File: config.mk
export PLATFORM = sky130hd
export DESIGN_NAME = apu_frame_counter
export DESIGN_NICKNAME = d
export VERILOG_FILES = /design/src/rtl/apu_pkg.sv /design/src/rtl/frame_write_delay.sv /design/src/rtl/apu_frame_counter.sv
export SDC_FILE = /design/constraint.sdc
export NUM_CORES = 1
export LEC_CHECK = 0
export CORE_ASPECT_RATIO = 0.9
export CORE_MARGIN = 1
export CORE_UTILIZATION = 52
export CTS_CLUSTER_DIAMETER = 40
export DETAILED_ROUTE_END_ITERATION = 16
export GPL_TIMING_DRIVEN = 0
export HOLD_SLACK_MARGIN = 0.02
export PLACE_DENSITY = 0.86
export SYNTH_ARGS = -nofsm -noshare
export SYNTH_HDL_FRONTEND = slang
export SYNTH_SLANG_ARGS = --single-unit
File: constraint.sdc
create_clock -name clk -period 1.75 [get_ports clk]
set_clock_uncertainty 0.2 [all_clocks]
set_input_delay 0.35 -clock clk [delete_from_list [all_inputs] [get_ports clk]]
set_output_delay 0.35 -clock clk [all_outputs]
set_load 0.01 [all_outputs]
File: src/rtl/apu_pkg.sv
// Shared constants, types and the step-event decoder for the APU frame counter.
package apu_pkg;

  localparam int unsigned STEP_Q1     = 7457;
  localparam int unsigned STEP_Q2     = 14913;
  localparam int unsigned STEP_Q3     = 22371;
  localparam int unsigned STEP_IRQ    = 29828;
  localparam int unsigned STEP_4_END  = 29829;
  localparam int unsigned STEP_5_END  = 37281;

  localparam int unsigned DELAY_W     = 3;
  localparam int unsigned DELAY_EVEN  = 3;
  localparam int unsigned DELAY_ODD   = 4;

  typedef enum logic {
    MODE_4STEP = 1'b0,
    MODE_5STEP = 1'b1
  } frame_mode_t;

  typedef enum logic {
    IDLE    = 1'b0,
    PENDING = 1'b1
  } delay_state_t;

  typedef struct packed {
    logic quarter;
    logic half;
    logic irq;
    logic wrap;
  } frame_evt_t;

  // Events owed to the CPU cycle whose pre-increment count is cnt.
  function automatic frame_evt_t decode_step(input logic [31:0] cnt, input frame_mode_t m);
    frame_evt_t evt;
    evt = '0;
    case (cnt)
      STEP_Q1, STEP_Q3: evt.quarter = 1'b1;
      STEP_Q2: begin
        evt.quarter = 1'b1;
        evt.half    = 1'b1;
      end
      STEP_IRQ: evt.irq = (m == MODE_4STEP);
      STEP_4_END: begin
        if (m == MODE_4STEP) begin
          evt.quarter = 1'b1;
          evt.half    = 1'b1;
          evt.irq     = 1'b1;
          evt.wrap    = 1'b1;
        end
      end
      STEP_5_END: begin
        if (m == MODE_5STEP) begin
          evt.quarter = 1'b1;
          evt.half    = 1'b1;
          evt.wrap    = 1'b1;
        end
      end
      default: evt = '0;
    endcase
    return evt;
  endfunction

endpackage

File: src/rtl/frame_write_delay.sv
// Delays a $4017 write by 3 or 4 CPU cycles (by phase) and holds the written mode.
// expire is high while the next CPU cycle without a new write ends the delay.
module frame_write_delay
  import apu_pkg::*;
(
  input  logic        clk,
  input  logic        rst,
  input  logic        cpu_clk_en,
  input  logic        start,
  input  logic        phase,
  input  frame_mode_t data,
  output logic        expire,
  output frame_mode_t mode
);

  delay_state_t         state;
  logic [DELAY_W-1:0]   delay;

  always_ff @(posedge clk or posedge rst) begin
    if (rst) begin
      state  <= IDLE;
      delay  <= '0;
      mode   <= MODE_4STEP;
      expire <= 1'b0;
    end else if (cpu_clk_en) begin
      if (start) begin
        // A new write always restarts the delay with its own data.
        state  <= PENDING;
        delay  <= phase ? DELAY_W'(DELAY_ODD) : DELAY_W'(DELAY_EVEN);
        mode   <= data;
        expire <= 1'b0;
      end else begin
        case (state)
          IDLE: begin
            expire <= 1'b0;
          end
          PENDING: begin
            if (delay == DELAY_W'(1)) begin
              state  <= IDLE;
              delay  <= '0;
              expire <= 1'b0;
            end else begin
              delay  <= delay - DELAY_W'(1);
              expire <= (delay == DELAY_W'(2));
            end
          end
          default: begin
            state  <= IDLE;
            expire <= 1'b0;
          end
        endcase
      end
    end
  end

endmodule

File: src/rtl/apu_frame_counter.sv
// APU frame sequencer: 4/5-step quarter/half clock ticks and the frame interrupt.
// Define APU_FRAME_IRQ_EN to build the frame interrupt logic; otherwise frame_irq is 0.
module apu_frame_counter
  import apu_pkg::*;
#(
  parameter int unsigned CNT_WIDTH = 16
) (
  input  logic       clk,
  input  logic       rst,
  input  logic       cpu_clk_en,
  input  logic       wr_en,
  input  logic [1:0] wr_data,
  input  logic       irq_clear,
  output logic       quarter_clk_en,
  output logic       half_clk_en,
  output logic       frame_irq,
  output logic       mode
);

  logic [CNT_WIDTH-1:0] count;
  logic                 phase;
  logic                 irq_inhibit;
  frame_mode_t          cur_mode;
  frame_mode_t          pending_mode;
  logic                 expire;

  logic                 write_c;
  logic                 fire_c;
  logic                 inhibit_next_c;
  frame_evt_t           evt_c;

  assign write_c        = cpu_clk_en & wr_en;
  assign fire_c         = cpu_clk_en & expire & ~wr_en;
  assign inhibit_next_c = write_c ? wr_data[0] : irq_inhibit;
  assign evt_c          = decode_step(32'(count), cur_mode);
  assign mode           = cur_mode;

  frame_write_delay u_delay (
    .clk        (clk),
    .rst        (rst),
    .cpu_clk_en (cpu_clk_en),
    .start      (write_c),
    .phase      (phase),
    .data       (frame_mode_t'(wr_data[1])),
    .expire     (expire),
    .mode       (pending_mode)
  );

  // Step counter, mode and tick outputs; expiry overrides the count decode.
  always_ff @(posedge clk or posedge rst) begin
    if (rst) begin
      count          <= '0;
      phase          <= 1'b0;
      irq_inhibit    <= 1'b0;
      cur_mode       <= MODE_4STEP;
      quarter_clk_en <= 1'b0;
      half_clk_en    <= 1'b0;
    end else begin
      quarter_clk_en <= 1'b0;
      half_clk_en    <= 1'b0;
      if (cpu_clk_en) begin
        phase <= ~phase;
        if (write_c) begin
          irq_inhibit <= wr_data[0];
        end
        if (fire_c) begin
          count          <= '0;
          cur_mode       <= pending_mode;
          quarter_clk_en <= (pending_mode == MODE_5STEP);
          half_clk_en    <= (pending_mode == MODE_5STEP);
        end else begin
          count          <= evt_c.wrap ? '0 : count + CNT_WIDTH'(1);
          quarter_clk_en <= evt_c.quarter;
          half_clk_en    <= evt_c.half;
        end
      end
    end
  end

`ifdef APU_FRAME_IRQ_EN
  logic irq_set_c;
  logic irq_drop_c;

  // Set beats both clear sources; a write with inhibit blocks the set itself.
  assign irq_set_c  = evt_c.irq & ~fire_c & ~inhibit_next_c;
  assign irq_drop_c = irq_clear | (write_c & wr_data[0]);

  always_ff @(posedge clk or posedge rst) begin
    if (rst) begin
      frame_irq <= 1'b0;
    end else if (cpu_clk_en) begin
      if (irq_set_c) begin
        frame_irq <= 1'b1;
      end else if (irq_drop_c) begin
        frame_irq <= 1'b0;
      end
    end
  end
`else
  logic unused_irq_c;

  assign unused_irq_c = ^{irq_clear, evt_c.irq, inhibit_next_c};
  assign frame_irq    = 1'b0;
`endif

endmodule

==> results of run 1 <==
-- metal layers --
layer	vias up	part of all wire [%]	track usage [%]
li1	679	-	-
met1	704	42	35.05
met2	62	50	47.07
met3	12	6.1	7.092
met4	0	1.9	8.140
met5	-	0	0
-- per-stage QoR --
step	setup WS, ns	total power, mW
2_1_floorplan	-0.01740	1.304
5_1_grt	-0.2416	2.227
3_3_place_gp	-0.3573	1.429
4_1_cts	-0.1285	1.974
3_5_place_dp	-0.3866	1.481
6_report	-0.1778	2.105
-- repair_timing --
item / 4_1_cts / 5_1_grt
hold buffers: 0 / 0
pin swaps: 12 / 8
endpoints found under the setup margin: 21 / 21
gates resized for setup: 37 / 6
buffers inserted: 16 / 6
cloned: 1 / 0
-- worst max-delay path by stage --
stage | endpoint | startpoint | cells past startpoint
3_5_place_dp | count[12] | wr_en | 5
2_1_floorplan | count[14] | count[0] | 6
6_report | count[15] | count[2] | 6
3_3_place_gp | count[3] | wr_en | 6
5_1_grt | count[15] | count[2] | 6
4_1_cts | count[14] | count[5] | 5
-- flip-flops by register name, indices dropped and copies added, names as in the netlist --
| name | flops |
|---|---|
| u_delay.state | 1 |
| u_delay.delay | 3 |
| mode | 1 |
| phase | 1 |
| count | 16 |
| half_clk_en | 1 |
| u_delay.mode | 1 |
| u_delay.expire | 1 |
| quarter_clk_en | 1 |
-- power groups by stage --
| stage | clock, mW | combinational [mW] | sequential, mW |
|---|---|---|---|
| 3_5_place_dp | 0 | 0.584 | 0.896 |
| 3_3_place_gp | 0 | 0.546 | 0.882 |
| 6_report | 0.312 | 0.890 | 0.902 |
| 2_1_floorplan | 0 | 0.441 | 0.863 |
| 4_1_cts | 0.318 | 0.770 | 0.887 |
| 5_1_grt | 0.345 | 0.967 | 0.915 |
-- kinds of logic (layout without fill, tap and decap cells) --
logic type | Yosys count | count (layout) | synth area share (%)
AND/OR/NAND/NOR | 66 | 66 | 23.52
AO/OA/AOI/OAI | 39 | 39 | 17.60
flip-flops | 26 | 26 | 41.04
buffers and inverters | 19 | 52 | 7.182
XOR/XNOR | 8 | 8 | 4.420
adder cells (fa/ha/maj) | 5 | 5 | 3.946
multiplexers | 3 | 3 | 2.052
other | 1 | 1 | 0.2366
-- cell usage in the layout, fill, tap and decap left out, drive strengths merged, types with 2 or more instances in the layout --
| cell | synthesis | final |
|---|---|---|
| a21oi | 10 | 10 |
| a31oi | 4 | 4 |
| and3 | 7 | 7 |
| buf | 6 | 30 |
| clkbuf | 4 | 7 |
| clkdlybuf4s50 | 0 | 3 |
| dfrtp | 26 | 26 |
| dlygate4sd2 | 0 | 3 |
| ha | 5 | 5 |
| inv | 8 | 8 |
| mux2 | 2 | 2 |
| nand2 | 14 | 14 |
| nand2b | 2 | 2 |
| nand3 | 8 | 8 |
| nand4 | 8 | 8 |
| nand4b | 2 | 2 |
| nand4bb | 2 | 2 |
| nor2 | 10 | 10 |
| nor2b | 2 | 2 |
| nor3 | 5 | 5 |
| nor4 | 3 | 3 |
| o21ai | 8 | 8 |
| o2bb2ai | 4 | 4 |
| o31a | 2 | 2 |
| o31ai | 2 | 2 |
| or4 | 2 | 2 |
| xnor2 | 5 | 5 |
| xor2 | 3 | 3 |
-- final cells by class --
type,count,area (um2)
Multi-Input combinational cell,122,940.9
Sequential cell,26,658.1
Tap cell,40,50.05
Buffer,10,90.09
Fill cell,197,745.7
Inverter,9,33.78
Timing Repair Buffer,29,260.3
Clock buffer,4,36.28
==> results.toml, run 1 <==
[timing]
tightest_slew_ns = 0.9681
rsz0062_at_grt = "true"
fin_tns_setup_ns = -2.275
fin_crit_sh_pct = 110.2
period_minus_slack_ns = 1.928
hold_ws_ns = 0.2880
setup-violations-final = 18
finalWorstSetupSlack_ns = -0.1778
max_freq_mhz = 518.7
finalHoldViolations = 0
finalMaxSlewViolations = 0
max_slew_margin_pct = 35.39

[floorplan]
fp.coreArea_um2 = 2815
fp.dieH_um = 54.38
rows = 18
io_pins = 11
die-area_um2 = 3274
initial_utilization_pct = 56.31
die_w_um = 60.20

[pwr]
powerDensity_nw_per_um2 = 1017
clkPwrFrac_pct = 14.8
p_seq_share_pct = 42.9
vdd_drop_max_v = 0.0007962
pwr-share-comb_pct = 42.3
leakagePower_nw = 0.8441
p_int_mw = 1.324
netSwitchingPower_mw = 0.7808
swShare_pct = 37.10

[final_layout]
final_area_um2 = 2069
drive_gt1_share_pct = 34.50
finalNonFillerCells = 240
fin_util_pct = 73.51
diodes = 0
areaGrowthSynthToFinish_pct = 30.54
nets = 213

[setup_path]
r2r-start = "count[2]"
cpMaxStageDelayCell = "or4_4"
end_kind = "flop"
start_kind = "flop"
r2r-end = "count[15]"
crit_required_ns = 1.78
cp_max_fo = 8
ff2ff_setup_slack_ns = -0.18
crit_family = "simple AND/OR/NAND/NOR gates"
crit_buf_inv = 1
cp_cell_sequence = "buf_6, nand4_1, or4_4, o21ai_2, o31a_1, o2bb2ai_1"
critical_path_class = "flop to flop"
cp.arrival_ns = 1.96
r2r_cells = 6
slowest_delay_ns = 0.55

[routing]
drc_errors = 0
vias = 1457
wirelength_um = 4192
ant_nets = 0
viasPerCell = 6.071
drt_iter0_drc = 130
avgRoutedWirePerCell_um = 17.47
first_pass_iters = 4

[grt]
grt_pass1_vias = 1337
grt_pass1_wl_um = 6548
grt_overflow_total = 0
grt_max_degree = 27
antenna_found_initial = 0
track_usage_pct = 27.83

[outcome]
outcome = "finished with violations"
violations = "setup timing"

[placed_design]
io_buffer_count = 6
gp_congestion = 0.9223
placed_area_um2 = 1712
dp_cells = 213
dp_hpwl_um = 2510

[synth]
syn_area_per_cell_um2 = 9.493
ys_types = 48
syn_area_um2 = 1585
yosysMostFrequentCell = "dfrtp_1"
synthArstFlopShare_pct = 100.0
yosys_most_used_dff = "dfrtp_1"
ys_ff_latch = 26
synth_edf_count = 0
ys_top_cells_by_count = "26 x dfrtp_1, 14 x nand2_1, 10 x a21oi_1, 10 x nor2_1"
synth_top_cell_area_share_pct = 41.04
seq_area_frac_synth_pct = 41.04
syn_inst = 167
synth.area.top_cells = "dfrtp_1 41%, ha_1 3.9%, nand2_1 3.3%"
syn_nets = 179
yosysTopAreaCell = "dfrtp_1"
yosys_warnings = 0

[clocking]
cts_made_buffers = 3
cts_root_buf = "clkbuf_4"
clk_pin_slew_worst_paths_ns = 0.15
clock-sinks = 26
clockBufferDepth = 2
htreeDepth = 1
cts_tree = "done"
insertion_delay_ns = 0.33

[worst_hold_path]
min_path_cells = 1
hp-class = "flop to flop"
hold_end = "phase"
min-delay-start = "phase"

[job]
maxCapViolCount = 0
Power figures use the tool's default switching activity.
==> inputs of run 2 (changes only) <==
CTS_CLUSTER_DIAMETER = not set   (was 40)
MAX_ROUTING_LAYER = met4   (was not set)
==> run 2 against run 1 <==
  * The flow still finishes with violations (setup timing)
  * Sequential power rose by 0.9%
  * First-iteration DRC count is 0.77% lower
  * Sequential cell count unchanged
  * Via count grew 5.6%
  * Fmax rose by 0.69%
  * Hold slack got worse by 0.014 ns
  * Worst setup slack better by 0.013 ns
  * Cell count down 2.1%
  * Critical path depth increased by 2
  * Design area decreased by 0.48%
  * Register-to-register slack about the same
==> results.toml, run 2 (synthesized netlist as in run 1, its figures left out) <==
[final_layout]
diodes = 0
largest_register_ffs = 16
regMostFlops = "count"
final_area_um2 = 2059
drive_gt1_share_pct = 33.33
layout_commonest_cell = "dfrtp_1"
top_regs = "count: 16 flops, u_delay.delay: 3 flops"
nets = 208
final_cell_mix = "20 x dfrtp_1, 16 x buf_4, 13 x nand2_1"
fillCellCount = 186
areaGrowthSynthToFinish_pct = 29.91

[floorplan]
fp.dieH_um = 54.38
initial_utilization_pct = 56.31
rows = 18
die-area_um2 = 3274
die_w_um = 60.20
io_pins = 11
fp.coreArea_um2 = 2815

[pwr]
pwr-share-comb_pct = 41.0
clkPwrFrac_pct = 15.1
p_seq_share_pct = 43.9
netSwitchingPower_mw = 0.8027
leakagePower_nw = 0.8284
p_int_mw = 1.269
powerDensity_nw_per_um2 = 1006
swShare_pct = 38.75
vdd_drop_max_v = 0.001036

[timing]
period_minus_slack_ns = 1.915
max_slew_margin_pct = 33.67
max_freq_mhz = 522.3
finalMaxSlewViolations = 0
finalWorstSetupSlack_ns = -0.1646
fin_crit_sh_pct = 109.4
tightest_slew_ns = 0.9938
finalHoldViolations = 0
rsz0062_at_grt = "true"
setup-violations-final = 17

[setup_path]
start_kind = "flop"
critical_path_class = "flop to flop"
slowest_delay_ns = 0.43
r2r_cells = 8
cp_cell_sequence = "inv_1, ha_2, and3_4, nand4_1, buf_4, nand2_4, buf_8, o22ai_1"
cp_max_fo = 10
r2r-start = "count[1]"
cp.arrival_ns = 1.93
ff2ff_setup_slack_ns = -0.16
r2r-end = "count[1]"
cpMaxStageDelayCell = "dfrtp_1"
end_kind = "flop"
crit_required_ns = 1.76

[clocking]
cts_tree = "done"
insertion_delay_ns = 0.33
clockBufferDepth = 2
clk_pin_slew_worst_paths_ns = 0.14
hold_buffers = 0
clock-sinks = 26
htreeDepth = 1
cts_made_buffers = 3
cts_root_buf = "clkbuf_4"

[grt]
antenna_found_initial = 0
grt_max_degree = 27
grtUsageMet1_pct = 36.24
grt_pass1_vias = 1391
use_met3_pct = 3.073
grt_overflow_total = 0
grt_pass1_wl_um = 6534
grt_use_met2_pct = 44.69
top_usage_layer = "met2"
track_usage_pct = 28.22

[outcome]
violations = "setup timing"
outcome = "finished with violations"

[routing]
ant_nets = 0
wirelength_um = 4559
drc_errors = 0
vias = 1539
viasPerCell = 6.549
avgRoutedWirePerCell_um = 19.40
drt_iter0_drc = 129
first_pass_iters = 5

[worst_hold_path]
min-delay-start = "phase"
min_path_cells = 1
hp-class = "flop to flop"
hold_end = "phase"

[placed_design]
dp_hpwl_um = 2596
placed_area_um2 = 1712
place_worst_setup_slack_ns = -0.4017
io_buffer_count = 6
gp_congestion = 0.8626

[job]
maxCapViolCount = 0
-- run 2: cell count changes in the layout (fill, tap and decap cells not counted), moves of 2 or more --
cell	delta
nand3_1	-2
nor2_2	+2
a21oi_2	-5
nor2_1	-2
buf_4	-3
a21oi_1	+5
buf_8	+2
buf_6	-2
-- run 2: cell type report --
type                       instances  area (um2)  area share, %
buffer                            10       95.09          4.617
clock buffer                       4       36.28          1.762
inverter                           9       33.78          1.640
multi-input combinational        122       979.7          47.57
sequential                        26       658.1          31.96
tap                               40       50.05          2.430
timing repair buffer              24       206.4          10.02
-- run 2: timing repair --
action                     4_1_cts  5_1_grt
pin swaps                        6        4
buffers inserted                11        7
setup endpoints to repair       21       19
gates resized for setup         20       28
-- run 2: power groups by stage --
| stage | sequential [mW] | clock, mW | combinational [mW] |
|---|---|---|---|
| after floorplan | 0.863 | 0 | 0.441 |
| after global placement | 0.884 | 0 | 0.543 |
| after detailed placement | 0.901 | 0 | 0.578 |
| after CTS | 0.884 | 0.316 | 0.687 |
| after global routing | 0.929 | 0.329 | 0.922 |
| final | 0.910 | 0.313 | 0.849 |
-- run 2: how the worst max path moves through the flow --
stage                        start   endpoint  depth (start not counted)
after detailed placement     wr_en  count[12]                          5
after global placement       wr_en  count[12]                          5
after floorplan           count[0]  count[14]                          6
final                     count[1]   count[1]                          8
after CTS                 count[4]  count[12]                          6
after global routing      count[1]   count[8]                          8
-- run 2: through the flow --
step / setup TNS [ns] / utilization, % / hold WS [ns] / instances / power (mW)
2_1_floorplan: -0.01740 / - / 0.1900 / 167 / 1.304
6_report: -2.276 / 73.16 / 0.2739 / 235 / 2.072
3_3_place_gp: -5.811 / 60.80 / 0.2515 / 213 / 1.426
3_5_place_dp: -8.301 / 60.80 / 0.2487 / 213 / 1.479
4_1_cts: -2.126 / 67.33 / 0.2715 / 228 / 1.887
5_1_grt: -3.210 / 73.16 / 0.2958 / 235 / 2.179
-- run 2: metal layers --
| layer | wire length (um) | share of wire [%] |
|---|---|---|
| met1 | 1841 | 40 |
| met4 | 200 | 4.4 |
| met2 | 2173 | 48 |
| met3 | 343 | 7.5 |
| met5 | 0 | 0 |
-- run 2: critical path, delay by kind of cell (launching register included) --
family | cells | cell delay (ns)
compound gates | 1 | 0.08
buf+inv | 3 | 0.43
simple gates | 3 | 0.45
fa+ha+maj | 1 | 0.21
flops | 1 | 0.43
==> inputs of run 3 (changes only) <==
SETUP_SLACK_MARGIN = 0.4   (was not set)
==> run 3 against run 2 <==
  * The run still ends with setup timing left
  * Sequential share of layout area is 2.5 points lower
  * Sequential power is 3.0% higher
  * Design area is 8.9% higher
  * First-iteration DRC count is 3.9% higher
  * Hold slack worse by 0.070 ns
  * Register-to-register slack worse by 0.03 ns
  * Utilization is 6.5 points higher
  * Critical path type unchanged
  * Fmax is 1.7% lower
  * Power is 22% higher
  * Via count is 1.3% higher
  * Clock-buffer cell count is 1 lower
==> results.toml, run 3 (synthesized netlist as in run 1, its figures left out) <==
[outcome]
outcome = "finished with violations"
violations = "setup timing"

[setup_path]
crit_family = "simple AND/OR/NAND/NOR gates"
cp.arrival_ns = 1.99
critical_path_class = "flop to flop"
slowest_delay_ns = 0.60
cp_max_fo = 6
end_kind = "flop"
crit_buf_inv = 0
start_kind = "flop"
crit_required_ns = 1.80
cp_cell_sequence = "nand3_2, or4_4, o21ai_2, o31a_1, o2bb2ai_2"
cpMaxStageDelayCell = "or4_4"
ff2ff_setup_slack_ns = -0.20

[floorplan]
rows = 18
fp.dieH_um = 54.38
fp.coreArea_um2 = 2815
die_w_um = 60.20
die-area_um2 = 3274
io_pins = 11
initial_utilization_pct = 56.31

[final_layout]
largest_register_ffs = 16
drive_gt1_share_pct = 47.78
finalNonFillerCells = 243
regMostFlops = "count"
layout_commonest_cell = "buf_4"
multi_input_area_um2 = 1072
regArea_um2 = 660.6
areaGrowthSynthToFinish_pct = 41.44
fillCellCount = 151
fin_util_pct = 79.64
final_area_um2 = 2242
diodes = 0
top_regs = "count: 16 flops, u_delay.delay: 3 flops"
nets = 216
final_cell_mix = "24 x buf_4, 18 x dfrtp_1, 13 x nand2_1"

[timing]
rsz0062_at_grt = "true"
hold_ws_ns = 0.2036
finalHoldViolations = 0
finalMaxSlewViolations = 0
finalWorstSetupSlack_ns = -0.1973
max_freq_mhz = 513.5
fin_crit_sh_pct = 111.3
period_minus_slack_ns = 1.947
fin_tns_setup_ns = -2.161
tightest_slew_ns = 0.5610
max_slew_margin_pct = 62.52
setup-violations-final = 18

[pwr]
total_power_mw = 2.520
powerDensity_nw_per_um2 = 1124
vdd_drop_max_v = 0.001013
leakagePower_nw = 0.8775

[clocking]
htreeDepth = 1
insertion_delay_ns = 0.33
cts_root_buf = "clkbuf_4"
cts_made_buffers = 3
cts_tree = "done"
hold_buffers = 0
clock-sinks = 26
clk_pin_slew_worst_paths_ns = 0.15
clockBufferDepth = 2

[routing]
vias = 1559
drt_iter0_drc = 134
avgRoutedWirePerCell_um = 20.65
viasPerCell = 6.416
ant_nets = 0
first_pass_iters = 6
wirelength_um = 5017
drc_errors = 0

[placed_design]
place_worst_setup_slack_ns = -0.4083
gp_congestion = 0.9886
io_buffer_count = 6
dp_hpwl_um = 2622
dp_cells = 213
placed_area_um2 = 1732

[worst_hold_path]
hp-class = "input port to asynchronous set/reset pin"

[grt]
grt_overflow_total = 0
grt_pass1_vias = 1379
track_usage_pct = 29.37
grt_pass1_wl_um = 6699
grt_max_degree = 27
antenna_found_initial = 0

[job]
maxCapViolCount = 0
## run 3: cell types whose count changed in the layout (fill, tap and decap cells not counted), sizes merged
cell           change
bufinv             +1
buf               +10
dlygate4sd2        -2
inv                -1
clkdlybuf4s50      -1
clkinvlp           +1
## run 3: layout make-up
class	count	share of cell area (%)
clock inverter	1	1.339
sequential	26	29.46
timing repair buffer	32	12.05
buffer	10	4.185
inverter	9	1.897
multi-input combinational	122	47.82
clock buffer	3	1.004
tap	40	2.232
## run 3: per-layer routing
layer	wire length, um	track usage, %	part of all wire, %
met3	446	6.856	8.9
met2	2511	47.44	50
met1	1892	37.41	38
met5	0	-	0
met4	167	7.364	3.3
## run 3: report_power, final
part	total (mW)	switching, mW	leakage (nW)	internal, mW
registers	0.937	0.187	0.324	0.751
clock network	0.426	0.194	0.0279	0.232
logic	1.16	0.584	0.525	0.573
## run 3: final timing paths
check,start,endpoint,cells after the start
setup / recovery,count[7],count[14],5
hold / removal,rst,half_clk_en,2
setup reg to reg,count[7],count[14],5
hold reg to reg,phase,phase,1
max in group asynchronous,rst,count[4],2
min in group clk,cpu_clk_en,count[0],3
## run 3: timing repair
item / CTS / global route
endpoints found under the setup margin: 54 / 27
cloned: 0 / 1
setup buffers: 14 / 11
pin swaps: 8 / 17
gates resized for setup: 50 / 32
hold endpoints to repair: 0 / 0
